--- src/rtl/fetch_step_ctrl.sv ---
// rtl/fetch_step_ctrl.sv - fetch/sequencing controller with clock-enable commit strobe
// Optional feature macro: BRANCH_CNT_EN adds the saturating branch_cnt output.
module fetch_step_ctrl #(
   parameter int PC_W     = 9,
   parameter int INSTR_W  = 16,
   parameter int OFFSET_W = 9,
   parameter int MEM_LAT  = 1
) (
   input  logic                clk,
   input  logic                reset,
   input  logic                step_pulse,
   input  logic                run,
   input  logic                halt_req,
   input  logic                bp_en,
   input  logic [PC_W-1:0]     bp_addr,
   input  logic                take_branch,
   input  logic [OFFSET_W-1:0] offset,
   output logic [PC_W-1:0]     imem_addr,
   input  logic [INSTR_W-1:0]  imem_rdata,
   output logic [INSTR_W-1:0]  instr,
   output logic                instr_valid,
   output logic                exec_en,
   output logic [PC_W-1:0]     pc,
   output logic [1:0]          state,
   output logic                halted,
   output logic                bp_hit,
`ifdef BRANCH_CNT_EN
   output logic [15:0]         branch_cnt,
`endif
   output logic [15:0]         retired_cnt
);

   typedef enum logic [1:0] {
      S_HALT  = 2'b00,
      S_FETCH = 2'b01,
      S_WAIT  = 2'b10,
      S_EXEC  = 2'b11
   } state_t;

   localparam logic [1:0] WAIT_INIT = (MEM_LAT > 0) ? 2'(MEM_LAT - 1) : 2'd0;

   state_t              state_q, state_d;
   logic [PC_W-1:0]     pc_q, pc_d;
   logic [INSTR_W-1:0]  instr_q, instr_d;
   logic                instr_valid_q, instr_valid_d;
   logic                bp_hit_q, bp_hit_d;
   logic [15:0]         retired_q, retired_d;
   logic                halt_pending_q, halt_pending_d;
   logic                step_mode_q, step_mode_d;
   logic [1:0]          wait_cnt_q, wait_cnt_d;
   logic [PC_W-1:0]     offset_ext;
   logic [PC_W-1:0]     next_pc;
`ifdef BRANCH_CNT_EN
   logic [15:0]         branch_cnt_q, branch_cnt_d;
`endif

   assign offset_ext = PC_W'($signed(offset));
   assign next_pc    = take_branch ? (pc_q + offset_ext) : (pc_q + 1'b1);

   always_comb begin
      state_d        = state_q;
      pc_d           = pc_q;
      instr_d        = instr_q;
      instr_valid_d  = instr_valid_q;
      bp_hit_d       = bp_hit_q;
      retired_d      = retired_q;
      halt_pending_d = halt_pending_q;
      step_mode_d    = step_mode_q;
      wait_cnt_d     = wait_cnt_q;
      exec_en        = 1'b0;
`ifdef BRANCH_CNT_EN
      branch_cnt_d   = branch_cnt_q;
`endif

      if (halt_req && (state_q == S_FETCH || state_q == S_WAIT)) begin
         halt_pending_d = 1'b1;
      end

      case (state_q)
         S_HALT: begin
            if (run) begin
               state_d       = S_FETCH;
               bp_hit_d      = 1'b0;
               step_mode_d   = 1'b0;
               instr_valid_d = 1'b0;
            end else if (step_pulse) begin
               state_d       = S_FETCH;
               step_mode_d   = 1'b1;
               instr_valid_d = 1'b0;
            end
         end
         S_FETCH: begin
            if (MEM_LAT == 0) begin
               instr_d       = imem_rdata;
               instr_valid_d = 1'b1;
               state_d       = S_EXEC;
            end else begin
               wait_cnt_d = WAIT_INIT;
               state_d    = S_WAIT;
            end
         end
         S_WAIT: begin
            if (wait_cnt_q == 2'd0) begin
               instr_d       = imem_rdata;
               instr_valid_d = 1'b1;
               state_d       = S_EXEC;
            end else begin
               wait_cnt_d = wait_cnt_q - 2'd1;
            end
         end
         S_EXEC: begin
            exec_en        = 1'b1;
            pc_d           = next_pc;
            halt_pending_d = 1'b0;
            step_mode_d    = 1'b0;
            if (retired_q != 16'hFFFF) begin
               retired_d = retired_q + 16'd1;
            end
`ifdef BRANCH_CNT_EN
            if (take_branch && branch_cnt_q != 16'hFFFF) begin
               branch_cnt_d = branch_cnt_q + 16'd1;
            end
`endif
            // A halt_req landing in EXEC still stops after this instruction.
            if (halt_pending_q || halt_req || step_mode_q || !run) begin
               state_d = S_HALT;
            end else if (bp_en && next_pc == bp_addr) begin
               state_d  = S_HALT;
               bp_hit_d = 1'b1;
            end else begin
               state_d       = S_FETCH;
               instr_valid_d = 1'b0;
            end
         end
         default: state_d = S_HALT;
      endcase
   end

   always_ff @(posedge clk) begin
      if (!reset) begin
         state_q        <= S_HALT;
         pc_q           <= '0;
         instr_q        <= '0;
         instr_valid_q  <= 1'b0;
         bp_hit_q       <= 1'b0;
         retired_q      <= '0;
         halt_pending_q <= 1'b0;
         step_mode_q    <= 1'b0;
         wait_cnt_q     <= '0;
`ifdef BRANCH_CNT_EN
         branch_cnt_q   <= '0;
`endif
      end else begin
         state_q        <= state_d;
         pc_q           <= pc_d;
         instr_q        <= instr_d;
         instr_valid_q  <= instr_valid_d;
         bp_hit_q       <= bp_hit_d;
         retired_q      <= retired_d;
         halt_pending_q <= halt_pending_d;
         step_mode_q    <= step_mode_d;
         wait_cnt_q     <= wait_cnt_d;
`ifdef BRANCH_CNT_EN
         branch_cnt_q   <= branch_cnt_d;
`endif
      end
   end

   assign imem_addr   = pc_q;
   assign pc          = pc_q;
   assign instr       = instr_q;
   assign instr_valid = instr_valid_q;
   assign state       = state_q;
   assign halted      = (state_q == S_HALT);
   assign bp_hit      = bp_hit_q;
   assign retired_cnt = retired_q;
`ifdef BRANCH_CNT_EN
   assign branch_cnt  = branch_cnt_q;
`endif

endmodule

--- config.mk ---
export PLATFORM = sky130hd
export DESIGN_NAME = fetch_step_ctrl
export DESIGN_NICKNAME = d
export VERILOG_FILES = /design/src/rtl/fetch_step_ctrl.sv
export SDC_FILE = /design/constraint.sdc
export NUM_CORES = 1
export LEC_CHECK = 0
export BUFFER_PORTS_ARGS = -buffer_cell sky130_fd_sc_hd__buf_4
export CAP_MARGIN = 0
export CORE_AREA = 2 2 66 114
export CTS_CLUSTER_SIZE = 10
export DETAILED_ROUTE_END_ITERATION = 8
export DIE_AREA = 0 0 68 116
export HOLD_SLACK_MARGIN = 0.06
export PLACE_DENSITY = 0.79
export SLEW_MARGIN = 0
export SYNTH_ARGS = -nofsm -noshare
export SYNTH_HDL_FRONTEND = slang
export SYNTH_SLANG_ARGS = --single-unit
--- constraint.sdc ---
create_clock -name clk -period 5.8 [get_ports clk]
set_input_delay 0.29 -clock clk [delete_from_list [all_inputs] [get_ports clk]]
set_output_delay 0.29 -clock clk [all_outputs]
set_load 0.05 [all_outputs]
# After elaboration in Yosys (flattened, before gate mapping)
# Index checks and enable logic that the tools add are counted.
[word_totals]
ff_bits = 49
latch_bits = 0
mem_bits_rw = 0
rom_bits = 0
output_inout_bits = 56
elab_cells = 69
mem_count = 0
[op_classes]
add_sub_neg = 4
n_mul = 0
div_mod_pow = 0
n_lt_le_gt_ge = 0
n_eq_ne = 12
shifts = 0
muxes = 23
n_bitwise = 1
n_reduce_logical = 20
[op_table]
columns = ["op", "n"]
rows = [
  ["adder 16 x 1 -> 16 bit (second input constant)", 1],
  ["inequality test 16 bit (second input constant)", 1],
  ["2-to-1 mux 1 bit", 13],
  ["inequality test 2 bit (second input constant)", 5],
  ["AND reduction 2 bit", 5],
  ["adder 9 x 1 -> 9 bit (second input constant)", 1],
  ["adder 9 bit", 1],
  ["equality test 9 bit", 1],
  ["2-to-1 mux 9 bit", 1],
  ["2-to-1 mux 2 bit", 4],
  ["one-hot mux 2 bit (4 select lines)", 1],
  ["AND reduction 5 bit", 1],
  ["equality test 2 bit (second input constant)", 2],
  ["logical NOT 2 bit", 2],
  ["logical OR 1 bit", 4],
  ["one-hot mux 1 bit (2 select lines)", 2],
  ["one-hot mux 2 bit (2 select lines)", 1],
  ["AND reduction 4 bit", 1],
  ["nonzero test 2 bit", 2],
  ["inequality test 3 bit (second input constant)", 1],
  ["one-hot mux 1 bit (3 select lines)", 1],
  ["nonzero test 3 bit", 1],
  ["equality test 2 x 1 -> 1 bit (second input constant)", 1],
  ["logical AND 1 bit", 2],
  ["other kinds (5)", 5],
]

# Depth between registers and ports, before layout
[logic_depth]
ltp_word = 7
ltp_mapped = 11

# Least setup slack after synthesis
# OpenSTA, ideal clock, no wires.
[synth_timing]
path_kind = "register to register"
start = "reg pc_q[0], in the netlist imem_addr[0]"
end = "reg instr_valid_q, in the netlist instr_valid"
setup_time_ns = 0.123
arrival_time_ns = 2.668
path_slack_ns = 3.010
stages_incl_launch_ff = 10
n_path_buf = 0
path_cell_list = "dfxtp_1 ha_1 fa_1 xor2_1 a2111oi_0 o311a_1 nand4_1 nor4b_2 a31oi_1 mux2i_1"
[synth_via]
elab_chain_cells = 6
elab_cells_between_ends = 7
cone_classes = "2 x add/sub; 2 x eq/ne; 1 x mux; 2 x reduce/logical"
[synth_rtl]
columns = ["item", "line_no", "rtl"]
rows = [
  ["start: declaration", "43", "logic [PC_W-1:0] pc_q, pc_d;"],
  ["start signal: assignment", "155", "pc_q <= pc_d;"],
  ["adder 9 x 1 -> 9 bit or adder 9 bit (tied branches)", "58", "assign next_pc = take_branch ? (pc_q + offset_ext) : (pc_q + 1'b1);"],
  ["2-to-1 mux 9 bit *", "58", ""],
  ["named net next_pc[1]", "52", "logic [PC_W-1:0] next_pc;"],
  ["equality test 9 bit *", "127", "end else if (bp_en && next_pc == bp_addr) begin"],
  ["logical AND 1 bit *", "127", ""],
  ["inequality test 2 bit (no source line) *", "--", ""],
  ["AND reduction 5 bit (no source line) *", "--", ""],
  ["end signal: assignment", "157", "instr_valid_q <= instr_valid_d;"],
  ["end: declaration", "45", "logic instr_valid_q, instr_valid_d;"],
]
# Mark *: on every way through the listed nets, which the timed path passes. The rest lies on a longest branch.
# A chain may end at the register's enable or synchronous reset.

# Worst setup path in the final report
# Ends and elaborated chain as after synthesis.

==> results_dict.tcl <==
set metrics [dict create \
    hold_buffers 0 \
    dpl.hpwl_mm 5.49 \
    yosys.area_share.simple_pct 24.4 \
    worst_hold_path_type "in2reg" \
    grt_pass1_vias 2540 \
    first_pass_iters 4 \
    die-area_um2 7890 \
    syn_nets 395 \
    place_area_um2 3610 \
    design.core.area_um2 6910 \
    synth_edf_count 0 \
    die_w_um 68 \
    finClkSkew_ps 4.73 \
    viasPerCell 5.18 \
    crit_type "reg2reg" \
    syn_avg_cell_area_um2 8.58 \
    fin_area_um2 3790 \
    post_cts_resized 0 \
    synth_largest_area_cell "dfxtp_1" \
    p_per_area_nw_per_um2 335 \
    ir_drop_v 0.000136 \
    worst_hold_path.endpoint "instr[11]" \
    grt_first_pass_wirelength_mm 11.3 \
    synthMuxAreaShare_pct 3.44 \
    tightest_slew_ps 562 \
    crit_fanout 4 \
    worstPathRequired_ps 5980 \
    ant_nets 0 \
    synth-compound-area-share_pct 16.4 \
    rsz0062_at_grt "no" \
    synth_xor_area_share_pct 9.51 \
    grt_max_degree 51 \
    synth_top_area_share_pct 33.7 \
    final_util_pct 54.9 \
    setup_tns_ps 0 \
    rr_worst_depth 9 \
    synth.distinct_cells 51 \
    antenna_found_initial 0 \
    max_slew_margin_pct 62.4 \
    grt.overflow.total 0 \
    synthAdderAreaFrac_pct 6.71 \
    numCtsBuffers 5 \
    ys_warn_count 0 \
    num_rows 40 \
    fmax_mhz 377 \
    cts_setup_buffers 0 \
    cap_viol_max_count 0 \
    grt_use_total_pct 18.6 \
    fill_cells 669 \
    synthTopCellsByArea "dfxtp_1 (34%), xnor2_1 (6.6%), nand2_1 (6.5%)" \
    clock_latency_ps 290 \
    slew_violations 0 \
    diodes 0 \
    wirelength_mm 7.10 \
    syn_area_um2 2910 \
    rr_startpoint "imem_addr[0]" \
    power_leakage_nw 1.62 \
    worstReg2RegEnd "instr_valid" \
    worstSetupStartpointType "flip-flop" \
    synth_top_family_by_area "simple AND/OR/NAND/NOR gates" \
    htree_levels 2 \
    area_growth_pct 30.3 \
    endpoint_kind "flip-flop" \
    drcViolationCount 0 \
    final_hold_viol_count 0 \
    post-route-min-period_ps 2650 \
    die_y_um 116 \
    initial_core_util_pct 42.1 \
    nNetsFinal 475 \
    vias 2610 \
    fin_ws_ps 3150 \
    cts_buffer_depth 2 \
    syn_inst 339 \
    hp-start "imem_rdata[11]" \
    hold_depth 3 \
    cts_tree "built" \
    io_pins 97 \
    globalplace.congestion 0.965 \
    r2r_setup_slack_ps 3150 \
    numPortBuffers 96 \
    cts.sinks 49 \
    synth-seq-cells 49 \
    wl_per_cell_um 14.1 \
    arrival_ps 2830 \
    ys_seq_area_share_pct 33.7 \
    finalSetupViolCount 0 \
    clk_pin_slew_ps 70 \
    holdWs_ps 260 \
    post-route-period-util_pct 45.8 \
    status "complete, no violations" \
    drive_gt1_share_pct 26.4 \
    clk_root_buffer_cell "clkbuf_16" \
    drtIter0Drc 137 \
    pre_cts_ws_ps 2950 \
    synth-async-reset-ratio_pct 0 \
    ys.flop_type "dfxtp_1" \
]
## kinds of logic (layout without fill, tap and decap cells)
kind of cell / Yosys count / after routing
AO/OA/AOI/OAI: 66 / 66
XOR/XNOR: 30 / 30
adder cells (fa/ha/maj): 15 / 15
buffers and inverters: 34 / 115
flip-flops: 49 / 49
multiplexers: 10 / 10
AND/OR/NAND/NOR: 135 / 135
## placed cells by master (no fill, tap or decap), types with 2 or more instances in the layout
master     count
a21boi_0      20
o21a_1         4
o21bai_1       2
xor2_1         7
mux2i_1       10
or4_1          3
nor2b_1       14
nand2_1       50
nand2b_1       4
buf_4         97
a31oi_1        2
a21oi_1       11
or3_1          3
nor3_1         2
xnor2_1       22
a21o_1         3
ha_1          14
nor3b_1        2
dfxtp_1       49
nor2_1        11
and2_1        23
o21ai_0       10
a211o_1        2
nand3_1        9
nand4_1        5
clkbuf_16      5
inv_1         10
## routing by layer
metal / share of wire, % / wire, um / global-route usage, % / vias to the layer above
met5: 0 / 0 / 0 / -
met4: 2.2 / 154 / 8.27 / 0
met3: 4.3 / 304 / 2.62 / 14
met2: 57 / 4020 / 35.7 / 67
met1: 37 / 2620 / 18.8 / 1221
li1: - / - / - / 1308
## synthesized netlist by cell type, drive strengths merged, types with 2 or more instances
master,instances
a211o,2
a21boi,20
a21o,3
a21oi,11
a31oi,2
and2,23
buf,11
clkbuf,13
dfxtp,49
ha,14
inv,10
mux2i,10
nand2,50
nand2b,4
nand3,9
nand4,6
nor2,11
nor2b,14
nor3,2
nor3b,2
nor4b,2
o21a,4
o21ai,10
o21bai,2
or2,2
or3,3
or4,3
xnor2,22
xor2,7
## where the power goes
group / internal, W / switching (W) / leakage, nW
registers: 0.000381 / 0.0000361 / 0.397
logic: 0.000177 / 0.000332 / 1.14
clock network: 0.000215 / 0.000128 / 0.0831
total: 0.000773 / 0.000496 / 1.62
## worst max-delay path by stage
| stage | startpoint | endpoint | slack, ps |
|---|---|---|---|
| finish | imem_addr[0] | instr_valid | 3150 |
| global route | imem_addr[0] | state[0] | 2910 |
| CTS | imem_addr[0] | instr_valid | 3120 |
| detailed placement | offset[0] | instr_valid | 2950 |
| global placement | offset[0] | instr_valid | 3030 |
| floorplan | imem_addr[0] | instr_valid | 3010 |
## area by class of cell
type                    count  area [um2]  share of cell area (%)
clock buffers               6         139                    3.67
clock inverters             2        37.5                   0.991
inverters                  10        37.5                   0.991
multi-input cells         256        1760                    46.5
flip-flops and latches     49         981                    25.9
well taps                  84         105                    2.77
repair buffers             97         728                    19.2
## state kept, by name, indices dropped and copies added, names as in the netlist
signal,cells
halt_pending_q,1
step_mode_q,1
retired_cnt,16
instr,16
instr_valid,1
state,2
imem_addr,9
bp_hit,1
wait_cnt_q,2
## through the flow
stage / power, W / instances
3_5_place_dp: 0.000936 / 496
6_report: 0.00127 / 504
4_1_cts: 0.00128 / 504
3_3_place_gp: 0.000927 / 496
2_1_floorplan: 0.000792 / 339
5_1_grt: 0.00133 / 504
## worst max-delay path, stage by stage (launching register included)
cell and delay [ps]:
dfxtp_1 340, ha_1 230, fa_1 470, xor2_1 180, a2111oi_0 360, o311a_1 230, nand4_1 80, nor4b_2 340
a31oi_1 160, mux2i_1 140
(Power assumes the default switching activity.)
